===== config.mk =====
export PLATFORM = sky130hd
export DESIGN_NAME = fwd_hazard_unit_flat
export DESIGN_NICKNAME = d
export VERILOG_FILES = /design/src/rtl/pipe_pkg.sv /design/src/rtl/fwd_hazard_unit_if.sv /design/src/rtl/fwd_select.sv /design/src/rtl/fwd_hazard_unit.sv /design/src/flat_wrapper.sv
export SDC_FILE = /design/constraint.sdc
export NUM_CORES = 1
export LEC_CHECK = 0
export ABC_AREA = 0
export CORE_UTILIZATION = 39
export DETAILED_ROUTE_END_ITERATION = 7
export PLACE_DENSITY = 0.78
export RECOVER_POWER = 100
export SLEW_MARGIN = 10
export SYNTH_ARGS = -nofsm -noshare
export SYNTH_HDL_FRONTEND = slang
export SYNTH_SLANG_ARGS = --single-unit

===== constraint.sdc =====
create_clock -name clk -period 2.47 [get_ports clk]
set_clock_uncertainty 0.2 [all_clocks]
set_input_delay 0.494 -clock clk [delete_from_list [all_inputs] [get_ports clk]]
set_output_delay 0.494 -clock clk [all_outputs]
set_load 0.1 [all_outputs]

===== src/rtl/pipe_pkg.sv =====
// Shared types for the operand forwarding / load-use hazard unit:
// forward-select encodings, the per-stage control tag and the stall FSM states.
package pipe_pkg;

    localparam logic [1:0] FWD_RF    = 2'b00;
    localparam logic [1:0] FWD_EXMEM = 2'b10;
    localparam logic [1:0] FWD_MEMWB = 2'b01;
    localparam logic [1:0] FWD_RET   = 2'b11;

    typedef struct packed {
        logic valid;
        logic reg_write;
        logic mem_read;
    } stage_tag_t;

    localparam stage_tag_t TAG_NONE = '{valid: 1'b0, reg_write: 1'b0, mem_read: 1'b0};

    typedef enum logic [0:0] {
        ST_IDLE    = 1'b0,
        ST_STALLED = 1'b1
    } hz_state_e;

endpackage


===== src/rtl/fwd_hazard_unit_if.sv =====
// Decode-stage tags, bypass data and hazard/forwarding results exchanged
// between the pipeline datapath (master) and the hazard unit (slave).
interface fwd_hazard_unit_if #(
    parameter int ADDR_W = 5,
    parameter int DATA_W = 32
);
    logic              hold;
    logic              flush;
    logic              id_valid;
    logic [ADDR_W-1:0] id_rs;
    logic [ADDR_W-1:0] id_rt;
    logic              id_uses_rs;
    logic              id_uses_rt;
    logic              id_reg_write;
    logic              id_mem_read;
    logic [ADDR_W-1:0] id_dst;
    logic [DATA_W-1:0] ex_rs_data;
    logic [DATA_W-1:0] ex_rt_data;
    logic [DATA_W-1:0] ex_mem_alu_result;
    logic [DATA_W-1:0] mem_wb_write_data;
    logic              stall;
    logic              bubble;
    logic [1:0]        forward_a;
    logic [1:0]        forward_b;
    logic [DATA_W-1:0] operand_a;
    logic [DATA_W-1:0] operand_b;

    modport master (
        output hold, flush, id_valid, id_rs, id_rt, id_uses_rs, id_uses_rt,
               id_reg_write, id_mem_read, id_dst, ex_rs_data, ex_rt_data,
               ex_mem_alu_result, mem_wb_write_data,
        input  stall, bubble, forward_a, forward_b, operand_a, operand_b
    );

    modport slave (
        input  hold, flush, id_valid, id_rs, id_rt, id_uses_rs, id_uses_rt,
               id_reg_write, id_mem_read, id_dst, ex_rs_data, ex_rt_data,
               ex_mem_alu_result, mem_wb_write_data,
        output stall, bubble, forward_a, forward_b, operand_a, operand_b
    );
endinterface


===== src/rtl/fwd_select.sv =====
// Priority forward select and operand mux for one ALU source operand.
module fwd_select
    import pipe_pkg::*;
#(
    parameter int ADDR_W    = 5,
    parameter int DATA_W    = 32,
    parameter int WB_BYPASS = 1
) (
    input  logic              ex_valid,
    input  logic              uses,
    input  logic [ADDR_W-1:0] src,
    input  stage_tag_t        mem_tag,
    input  logic [ADDR_W-1:0] mem_dst,
    input  logic              wb_valid,
    input  logic              wb_reg_write,
    input  logic [ADDR_W-1:0] wb_dst,
    input  logic              ret_valid,
    input  logic [ADDR_W-1:0] ret_dst,
    input  logic [DATA_W-1:0] rf_data,
    input  logic [DATA_W-1:0] exmem_data,
    input  logic [DATA_W-1:0] memwb_data,
    input  logic [DATA_W-1:0] ret_data,
    output logic [1:0]        sel,
    output logic [DATA_W-1:0] operand
);

    localparam logic [ADDR_W-1:0] REG_ZERO = {ADDR_W{1'b0}};

    logic mem_hit;
    logic wb_hit;
    logic ret_hit;

    // Youngest producer wins; a load still in MEM has no data yet, so it falls through
    always_comb begin
        mem_hit = mem_tag.valid && mem_tag.reg_write && (mem_dst != REG_ZERO) && (mem_dst == src);
        wb_hit  = wb_valid && wb_reg_write && (wb_dst != REG_ZERO) && (wb_dst == src);
        ret_hit = (WB_BYPASS != 0) && ret_valid && (ret_dst != REG_ZERO) && (ret_dst == src);
        sel     = FWD_RF;
        if (!ex_valid || !uses) begin
            sel = FWD_RF;
        end else if (mem_hit && !mem_tag.mem_read) begin
            sel = FWD_EXMEM;
        end else if (wb_hit) begin
            sel = FWD_MEMWB;
        end else if (ret_hit) begin
            sel = FWD_RET;
        end else begin
            sel = FWD_RF;
        end
    end

    // Operand mux driven by the select above
    always_comb begin
        operand = rf_data;
        case (sel)
            FWD_EXMEM: operand = exmem_data;
            FWD_MEMWB: operand = memwb_data;
            FWD_RET:   operand = ret_data;
            default:   operand = rf_data;
        endcase
    end

endmodule


===== src/rtl/fwd_hazard_unit.sv =====
// Operand forwarding and load-use hazard controller with a private shadow
// tag pipeline (EX, MEM, WB, RET) fed from decode-stage tags.
module fwd_hazard_unit
    import pipe_pkg::*;
#(
    parameter int ADDR_W    = 5,
    parameter int DATA_W    = 32,
    parameter int WB_BYPASS = 1
) (
    input logic              clk,
    input logic              reset,
    fwd_hazard_unit_if.slave bus
);

    localparam logic [ADDR_W-1:0] REG_ZERO  = {ADDR_W{1'b0}};
    localparam logic [DATA_W-1:0] DATA_ZERO = {DATA_W{1'b0}};

    hz_state_e         state_q, state_d;
    stage_tag_t        ex_tag_q, ex_tag_d, mem_tag_q, mem_tag_d;
    logic              ex_uses_rs_q, ex_uses_rs_d, ex_uses_rt_q, ex_uses_rt_d;
    logic [ADDR_W-1:0] ex_rs_q, ex_rs_d, ex_rt_q, ex_rt_d, ex_dst_q, ex_dst_d;
    logic [ADDR_W-1:0] mem_dst_q, mem_dst_d, wb_dst_q, wb_dst_d, ret_dst_q, ret_dst_d;
    logic              wb_valid_q, wb_valid_d, wb_reg_write_q, wb_reg_write_d;
    logic              ret_valid_q, ret_valid_d;
    logic [DATA_W-1:0] ret_data_q, ret_data_d;
    logic              load_use;
    logic              stall;

    // Load-use detect and one-shot stall FSM; flush and hold both suppress the stall
    always_comb begin
        load_use = bus.id_valid && ex_tag_q.valid && ex_tag_q.mem_read && (ex_dst_q != REG_ZERO)
                   && ((bus.id_uses_rs && (bus.id_rs == ex_dst_q))
                    || (bus.id_uses_rt && (bus.id_rt == ex_dst_q)));
        state_d  = state_q;
        stall    = 1'b0;
        case (state_q)
            ST_IDLE: begin
                if (load_use && !bus.flush && !bus.hold) begin
                    stall   = 1'b1;
                    state_d = ST_STALLED;
                end else begin
                    state_d = ST_IDLE;
                end
            end
            ST_STALLED: begin
                if (bus.hold) begin
                    state_d = ST_STALLED;
                end else begin
                    state_d = ST_IDLE;
                end
            end
            default: state_d = ST_IDLE;
        endcase
    end

    // Shadow tag pipeline advance; everything holds while the pipeline is frozen
    always_comb begin
        ex_tag_d       = ex_tag_q;
        ex_uses_rs_d   = ex_uses_rs_q;
        ex_uses_rt_d   = ex_uses_rt_q;
        ex_rs_d        = ex_rs_q;
        ex_rt_d        = ex_rt_q;
        ex_dst_d       = ex_dst_q;
        mem_tag_d      = mem_tag_q;
        mem_dst_d      = mem_dst_q;
        wb_valid_d     = wb_valid_q;
        wb_reg_write_d = wb_reg_write_q;
        wb_dst_d       = wb_dst_q;
        ret_valid_d    = ret_valid_q;
        ret_dst_d      = ret_dst_q;
        ret_data_d     = ret_data_q;
        if (!bus.hold) begin
            ex_tag_d.valid     = bus.id_valid && !bus.flush && !stall;
            ex_tag_d.reg_write = bus.id_reg_write;
            ex_tag_d.mem_read  = bus.id_mem_read;
            ex_uses_rs_d       = bus.id_uses_rs;
            ex_uses_rt_d       = bus.id_uses_rt;
            ex_rs_d            = bus.id_rs;
            ex_rt_d            = bus.id_rt;
            ex_dst_d           = bus.id_dst;
            mem_tag_d          = ex_tag_q;
            mem_dst_d          = ex_dst_q;
            wb_valid_d         = mem_tag_q.valid;
            wb_reg_write_d     = mem_tag_q.reg_write;
            wb_dst_d           = mem_dst_q;
            ret_valid_d        = wb_valid_q && wb_reg_write_q && (wb_dst_q != REG_ZERO);
            ret_dst_d          = wb_dst_q;
            ret_data_d         = bus.mem_wb_write_data;
        end else begin
            ret_data_d = ret_data_q;
        end
    end

    // State registers with synchronous reset
    always_ff @(posedge clk) begin
        if (reset) begin
            state_q        <= ST_IDLE;
            ex_tag_q       <= TAG_NONE;
            ex_uses_rs_q   <= 1'b0;
            ex_uses_rt_q   <= 1'b0;
            ex_rs_q        <= REG_ZERO;
            ex_rt_q        <= REG_ZERO;
            ex_dst_q       <= REG_ZERO;
            mem_tag_q      <= TAG_NONE;
            mem_dst_q      <= REG_ZERO;
            wb_valid_q     <= 1'b0;
            wb_reg_write_q <= 1'b0;
            wb_dst_q       <= REG_ZERO;
            ret_valid_q    <= 1'b0;
            ret_dst_q      <= REG_ZERO;
            ret_data_q     <= DATA_ZERO;
        end else begin
            state_q        <= state_d;
            ex_tag_q       <= ex_tag_d;
            ex_uses_rs_q   <= ex_uses_rs_d;
            ex_uses_rt_q   <= ex_uses_rt_d;
            ex_rs_q        <= ex_rs_d;
            ex_rt_q        <= ex_rt_d;
            ex_dst_q       <= ex_dst_d;
            mem_tag_q      <= mem_tag_d;
            mem_dst_q      <= mem_dst_d;
            wb_valid_q     <= wb_valid_d;
            wb_reg_write_q <= wb_reg_write_d;
            wb_dst_q       <= wb_dst_d;
            ret_valid_q    <= ret_valid_d;
            ret_dst_q      <= ret_dst_d;
            ret_data_q     <= ret_data_d;
        end
    end

    assign bus.stall  = stall;
    assign bus.bubble = stall;

    fwd_select #(.ADDR_W(ADDR_W), .DATA_W(DATA_W), .WB_BYPASS(WB_BYPASS)) u_sel_a (
        .ex_valid(ex_tag_q.valid), .uses(ex_uses_rs_q), .src(ex_rs_q),
        .mem_tag(mem_tag_q), .mem_dst(mem_dst_q),
        .wb_valid(wb_valid_q), .wb_reg_write(wb_reg_write_q), .wb_dst(wb_dst_q),
        .ret_valid(ret_valid_q), .ret_dst(ret_dst_q),
        .rf_data(bus.ex_rs_data), .exmem_data(bus.ex_mem_alu_result),
        .memwb_data(bus.mem_wb_write_data), .ret_data(ret_data_q),
        .sel(bus.forward_a), .operand(bus.operand_a)
    );

    fwd_select #(.ADDR_W(ADDR_W), .DATA_W(DATA_W), .WB_BYPASS(WB_BYPASS)) u_sel_b (
        .ex_valid(ex_tag_q.valid), .uses(ex_uses_rt_q), .src(ex_rt_q),
        .mem_tag(mem_tag_q), .mem_dst(mem_dst_q),
        .wb_valid(wb_valid_q), .wb_reg_write(wb_reg_write_q), .wb_dst(wb_dst_q),
        .ret_valid(ret_valid_q), .ret_dst(ret_dst_q),
        .rf_data(bus.ex_rt_data), .exmem_data(bus.ex_mem_alu_result),
        .memwb_data(bus.mem_wb_write_data), .ret_data(ret_data_q),
        .sel(bus.forward_b), .operand(bus.operand_b)
    );

endmodule


===== src/flat_wrapper.sv =====
// flat-port wrapper written by rule: the top's interface ports become plain ports
module fwd_hazard_unit_flat import pipe_pkg::*;
#(
    parameter int ADDR_W    = 5,
    parameter int DATA_W    = 32,
    parameter int WB_BYPASS = 1
)
  (clk, reset, bus_hold, bus_flush, bus_id_valid, bus_id_rs, bus_id_rt, bus_id_uses_rs, bus_id_uses_rt, bus_id_reg_write, bus_id_mem_read, bus_id_dst, bus_ex_rs_data, bus_ex_rt_data, bus_ex_mem_alu_result, bus_mem_wb_write_data, bus_stall, bus_bubble, bus_forward_a, bus_forward_b, bus_operand_a, bus_operand_b);
  fwd_hazard_unit_if #(.ADDR_W(ADDR_W), .DATA_W(DATA_W)) bus_i ();
  input logic clk;
  input logic reset;
  input wire logic [$bits(bus_i.hold)-1:0] bus_hold;
  input wire logic [$bits(bus_i.flush)-1:0] bus_flush;
  input wire logic [$bits(bus_i.id_valid)-1:0] bus_id_valid;
  input wire logic [$bits(bus_i.id_rs)-1:0] bus_id_rs;
  input wire logic [$bits(bus_i.id_rt)-1:0] bus_id_rt;
  input wire logic [$bits(bus_i.id_uses_rs)-1:0] bus_id_uses_rs;
  input wire logic [$bits(bus_i.id_uses_rt)-1:0] bus_id_uses_rt;
  input wire logic [$bits(bus_i.id_reg_write)-1:0] bus_id_reg_write;
  input wire logic [$bits(bus_i.id_mem_read)-1:0] bus_id_mem_read;
  input wire logic [$bits(bus_i.id_dst)-1:0] bus_id_dst;
  input wire logic [$bits(bus_i.ex_rs_data)-1:0] bus_ex_rs_data;
  input wire logic [$bits(bus_i.ex_rt_data)-1:0] bus_ex_rt_data;
  input wire logic [$bits(bus_i.ex_mem_alu_result)-1:0] bus_ex_mem_alu_result;
  input wire logic [$bits(bus_i.mem_wb_write_data)-1:0] bus_mem_wb_write_data;
  output wire logic [$bits(bus_i.stall)-1:0] bus_stall;
  output wire logic [$bits(bus_i.bubble)-1:0] bus_bubble;
  output wire logic [$bits(bus_i.forward_a)-1:0] bus_forward_a;
  output wire logic [$bits(bus_i.forward_b)-1:0] bus_forward_b;
  output wire logic [$bits(bus_i.operand_a)-1:0] bus_operand_a;
  output wire logic [$bits(bus_i.operand_b)-1:0] bus_operand_b;
  assign bus_i.hold = bus_hold;
  assign bus_i.flush = bus_flush;
  assign bus_i.id_valid = bus_id_valid;
  assign bus_i.id_rs = bus_id_rs;
  assign bus_i.id_rt = bus_id_rt;
  assign bus_i.id_uses_rs = bus_id_uses_rs;
  assign bus_i.id_uses_rt = bus_id_uses_rt;
  assign bus_i.id_reg_write = bus_id_reg_write;
  assign bus_i.id_mem_read = bus_id_mem_read;
  assign bus_i.id_dst = bus_id_dst;
  assign bus_i.ex_rs_data = bus_ex_rs_data;
  assign bus_i.ex_rt_data = bus_ex_rt_data;
  assign bus_i.ex_mem_alu_result = bus_ex_mem_alu_result;
  assign bus_i.mem_wb_write_data = bus_mem_wb_write_data;
  assign bus_stall = bus_i.stall;
  assign bus_bubble = bus_i.bubble;
  assign bus_forward_a = bus_i.forward_a;
  assign bus_forward_b = bus_i.forward_b;
  assign bus_operand_a = bus_i.operand_a;
  assign bus_operand_b = bus_i.operand_b;
  fwd_hazard_unit #(.ADDR_W(ADDR_W), .DATA_W(DATA_W), .WB_BYPASS(WB_BYPASS)) u_core (.clk(clk), .reset(reset), .bus(bus_i));
endmodule

-- Word level (Yosys, flattened, before mapping)
Index checks and enable logic that the tools add are counted.
- output and inout bits: 70
- register bits: 74
- input port bits: 152
- multiplexer cells: 14
- reductions and logical operators: 37
- bitwise operators: 1
- equality and inequality tests: 14
- operators by type and width (kind ; number):
    $pmux W32 S3 ; 2
    $eq A5 B5 Y1 ; 8
    $logic_and A1 B1 Y1 ; 23
    $reduce_bool A5 Y1 ; 4
    $mux W2 ; 8
    $eq A2 B2 Y1 const B ; 4
    $logic_not A1 Y1 ; 7
    $eq A2 B1 Y1 const B ; 2
    $logic_or A1 B1 Y1 ; 3
    $mux W1 ; 3
    $pmux W1 S2 ; 1
    $not A1 Y1 ; 1

-- Longest topological paths before layout
- word-level depth: 10
- mapped depth: 8
- depth with buffers taken out: 6

-- By module
A second synthesis with hierarchy kept.
- cell total of the unflattened synthesis: 744
- area, all modules: 5738.0 µm²
- by module, submodules not included (module ; instances ; area each (µm²) ; cells each):
    fwd_select ; 2 ; 1485.2 ; 240
    fwd_hazard_unit ; 1 ; 2767.7 ; 264

-- Worst setup path after synthesis
OpenSTA, ideal clock, no wires.
- path kind: flip-flop to output port
- start: reg u_core.ret_dst_q[0]
- end: out bus_operand_a[26]
- path buffers: 2
- data arrival time: 3880 ps
- data required time: 1776 ps
- path slack: -2104 ps
- stages on the path, launching flop included: 9
- path through: dfxtp_1 or4_4 o21ai_4 or4_4 buf_6 nor2_8 buf_6 a221oi_2 o31ai_1
- longest elaborated chain between the ends: 9
- ends and longest elaborated chain (item ; RTL line ; text):
    from (decl) ; fwd_hazard_unit.sv:22 ; logic [ADDR_W-1:0] mem_dst_q, mem_dst_d, wb_dst_q, wb_dst_d, ret_dst_q, ret_dst_d;
    from (signal assigned) ; fwd_hazard_unit.sv:126 ; ret_dst_q <= ret_dst_d;
    $reduce_bool A5 Y1 ; fwd_select.sv:37 ; ret_hit = (WB_BYPASS != 0) && ret_valid && (ret_dst != REG_ZERO) && (ret_dst == src);
    $logic_and A1 B1 Y1 ; fwd_select.sv:37 ;
    $logic_and A1 B1 Y1 * ; fwd_select.sv:37 ;
    $mux W2 * ; fwd_select.sv:45 ; end else if (ret_hit) begin
    $mux W2 * ; fwd_select.sv:43 ; end else if (wb_hit) begin
    $mux W2 * ; fwd_select.sv:41 ; end else if (mem_hit && !mem_tag.mem_read) begin
    $mux W2 * ; fwd_select.sv:39 ; if (!ex_valid || !uses) begin
    $eq A2 B2 Y1 / $eq A2 B1 Y1 (equally long branches) ; fwd_select.sv:55 ; case (sel)
    $pmux W32 S3 * ; fwd_select.sv:55 ;
    to (decl) ; flat_wrapper.sv:30 ; output wire logic [$bits(bus_i.operand_a)-1:0] bus_operand_a;
Mark *: on every way between the ends. The rest lies on a longest branch, timed or not.

-- Final worst setup path
- start: reg u_core.ret_dst_q[1]
- end: out bus_operand_a[8]
The elaborated chain is that of the path after synthesis.

==> flow_summary.toml <==
[run_status]
status = "finished with violations"
violations = "max-capacitance violations, max-slew violations, negative setup slack"

[power]
pwr-share-comb_pct = 34.3
switching_share_pct = 35.2
internal-power_w = 0.00280
power_leakage_nw = 4.53
pwr-share-clk_pct = 34.9
ir_drop_uv = 338
p_per_area_nw_per_um2 = 381
seqPwrFrac_pct = 30.7
power_switching_w = 0.00152

[sta]
finalHoldViolations = 0
fin_ws_ns = -0.987
slew_headroom_pct = -13.2
rsz0062_at_grt = "true"
fmax_mhz = 289
worstMarginPinSlew_ns = 1.70
min_period_ns = 3.46
setup_viol = 97
final.setup.tns_ns = -60.69
whs_ns = 0.260
drv_slew = 50
period_share_pct = 140

[worst_setup_path]
critPathLaunchType = "flip-flop"
worstPathRequired_ns = 1.78
crit_arrival_ns = 2.76
end_kind = "output port"
cp_max_fo = 6
path_class = "reg -> out"

[logic_synthesis]
ys_ff_latch = 74
netlist.area_leader.share_pct = 28.4
syn_nets = 803
syn_area_um2 = 5210
yosys_most_used_dff = "dfxtp_1"
synth_area_leader_cell = "dfxtp_1"
ys_async_sr_fraction_pct = 0
syn_avg_cell_area_um2 = 8.00
ys_seq_area_share_pct = 28.4
synthCells = 651
ys_types = 46
netlist_top_cells_area = "dfxtp_1, mux2i_1, nor2_1"
synth-edff-count = 0
yosysWarnings = 0

[routing]
drc = 0
routed_via_density = 6.64
wl_per_cell_um = 28.3
wirelength_um = 32400
route.vias.total = 7596
drtIter0Drc = 889
dr.pass1.iters = 6
ant_nets = 0

[final_layout]
nNetsFinal = 1118
drive_above_1_share_pct = 44.8
fill_cells = 540
multi_input_area_um2 = 4940
instances_no_fill = 1144
regArea_um2 = 1520
finalInstanceArea_um2 = 11300
area_growth_pct = 117

[floorplan]
floorplan.rows = 41
fp.dieW_um = 118
coreArea_um2 = 12800
start_util_pct = 40.6
pin_count = 222
die_area_um2 = 13800
die_y_um = 118

[cts]
clk_latency_ns = 0.34
htreeDepth = 3
clkSinkCount = 74
cts_tree = "done"
holdBufCountCts = 0
clock_path_buffers = 2
cts_root_buf = "clkbuf_16"
clkTransAtPathRegs_ns = 0.06
cts_made_buffers = 9

[job]
cap_viol_max_count = 1

[grt]
grtUsageMet1_pct = 44.7
grt-ovfl-total = 0
grt_max_degree = 75
track_usage_pct = 41.4
grt_pass1_vias = 7759
met3_usage_pct = 9.69
grt_pass1_wl_um = 44500
busiest_layer = "met2"
antenna_found_initial = 2
grt_util_met2_pct = 71.2

[place]
place_congestion = 0.885
dp_cells = 1101
dpl-instance-area_um2 = 10000
dpl.hpwl_um = 17900
port_buffers = 221

[hold_path]
hp-class = "in -> reg"
==> metrics by stage <==
stage	power (W)	setup WS [ns]	utilization [%]
final	0.00432	-0.987	88.3
after global routing	0.00441	-0.942	88.3
after CTS	0.00415	-0.735	86.5
after detailed placement	0.00270	-0.438	78.1
after global placement	0.00268	-0.418	78.1
after floorplan	0.00205	-0.617	-
==> cells by family (layout without fill, tap and decap cells) <==
| group | after synthesis | in the layout | synth area share [%] |
|---|---|---|---|
| and+or+nand+nor | 222 | 223 | 19.2 |
| AOI/OAI and AO/OA | 187 | 187 | 27.0 |
| DFF | 74 | 74 | 28.4 |
| muxes | 71 | 71 | 13.6 |
| buffers and inverters | 57 | 376 | 5.04 |
| xor gates and xnor gates | 40 | 40 | 6.72 |
| other | 0 | 1 | 0 |
==> area by class of cell <==
class	instances	share of cell area (%)
antenna	1	0.0221
clock buffer	9	1.99
clock inverter	7	0.883
multi-input combinational	521	43.6
sequential	74	13.4
tap	172	1.90
timing repair buffer	360	38.2
==> layer usage <==
metal / vias to the layer above / share of wire [%]
li1: 3020 / -
met1: 3622 / 34
met2: 673 / 47
met3: 279 / 10
met4: 2 / 9.2
met5: - / 0.040
==> Yosys cell counts, types with 2 or more instances <==
master	instances
o21ai_0	47
a221oi_1	20
o221a_2	7
or4_4	2
nand4_1	2
nand2_1	56
clkbuf_1	30
nand3_1	32
a221oi_2	10
nor3_1	6
nand2b_1	2
nor2_1	107
mux2i_1	71
nor4_4	2
xnor2_1	11
and3_1	2
o31ai_1	11
nor4_1	2
o2bb2ai_1	18
dfxtp_1	74
a21oi_1	32
buf_2	12
o21ai_1	4
o22a_1	7
buf_6	2
and4_1	2
buf_1	8
buf_4	5
xor2_1	29
a311oi_1	8
a21o_1	15
==> power groups by stage <==
stage / sequential [W] / combinational, W / clock [W]
floorplan: 0.00133 / 0.000724 / 0
global placement: 0.00133 / 0.00134 / 0
detailed placement: 0.00134 / 0.00136 / 0
CTS: 0.00131 / 0.00140 / 0.00144
global route: 0.00133 / 0.00151 / 0.00157
finish: 0.00133 / 0.00148 / 0.00151
==> flip-flops by register name, summed over array words and instances (netlist names) <==
| register | count |
|---|---|
| u_core.ex_uses_rt_q | 1 |
| u_core.state_q | 1 |
| u_core.ex_uses_rs_q | 1 |
| u_core.ex_rs_q | 5 |
| u_core.wb_dst_q | 5 |
| u_core.wb_valid_q | 1 |
| u_core.mem_tag_q | 3 |
| u_core.ex_rt_q | 5 |
| u_core.ret_data_q | 32 |
| u_core.ex_tag_q | 3 |
| u_core.mem_dst_q | 5 |
| u_core.ret_dst_q | 5 |
| u_core.wb_reg_write_q | 1 |
| u_core.ret_valid_q | 1 |
| u_core.ex_dst_q | 5 |
==> cell usage in the layout, fill, tap and decap left out, types with 8 or more instances in the layout <==
cell	n
nand2_4	24
dfxtp_2	14
nor2_1	101
mux2i_1	71
buf_6	20
xor2_1	28
a21o_4	8
a221oi_2	24
o31ai_4	12
o21ai_0	19
dfxtp_1	55
clkbuf_16	10
o21ai_4	31
a21oi_4	9
clkdlybuf4s50_1	139
buf_4	94
a21oi_1	21
buf_12	87
xnor2_1	9
o2bb2ai_1	15
nand2_1	24
nand3_1	28
==> critical path, cell delays in order (launching register included) <==
cell      delay, ns
dfxtp_4        0.36
or4_4          0.53
o21ai_4        0.22
or4_4          0.24
buf_12         0.13
nor2_4         0.06
a221oi_2       0.55
o31ai_4        0.13
buf_12         0.19
==> path summary, 6_finish.rpt <==
check                       from                  end  slack (ns)  cells after the start
min reg2reg  u_core.mem_tag_q[0]  u_core.mem_tag_q[0]        0.30                      2
max reg2reg   u_core.ex_dst_q[1]   u_core.ex_tag_q[2]        0.37                      6
min                 bus_id_rt[3]    u_core.ex_rt_q[3]        0.26                      3
max          u_core.ret_dst_q[1]     bus_operand_a[8]       -0.99                      8
==> timing repair <==
item / in CTS / in global routing
buffers inserted: 15 / 7
gates cloned: 8 / 1
setup endpoints to repair: 70 / 70
resized for setup: 114 / 63
pin swaps: 19 / 21
Note: power is estimated with default switching activity, not from simulation.
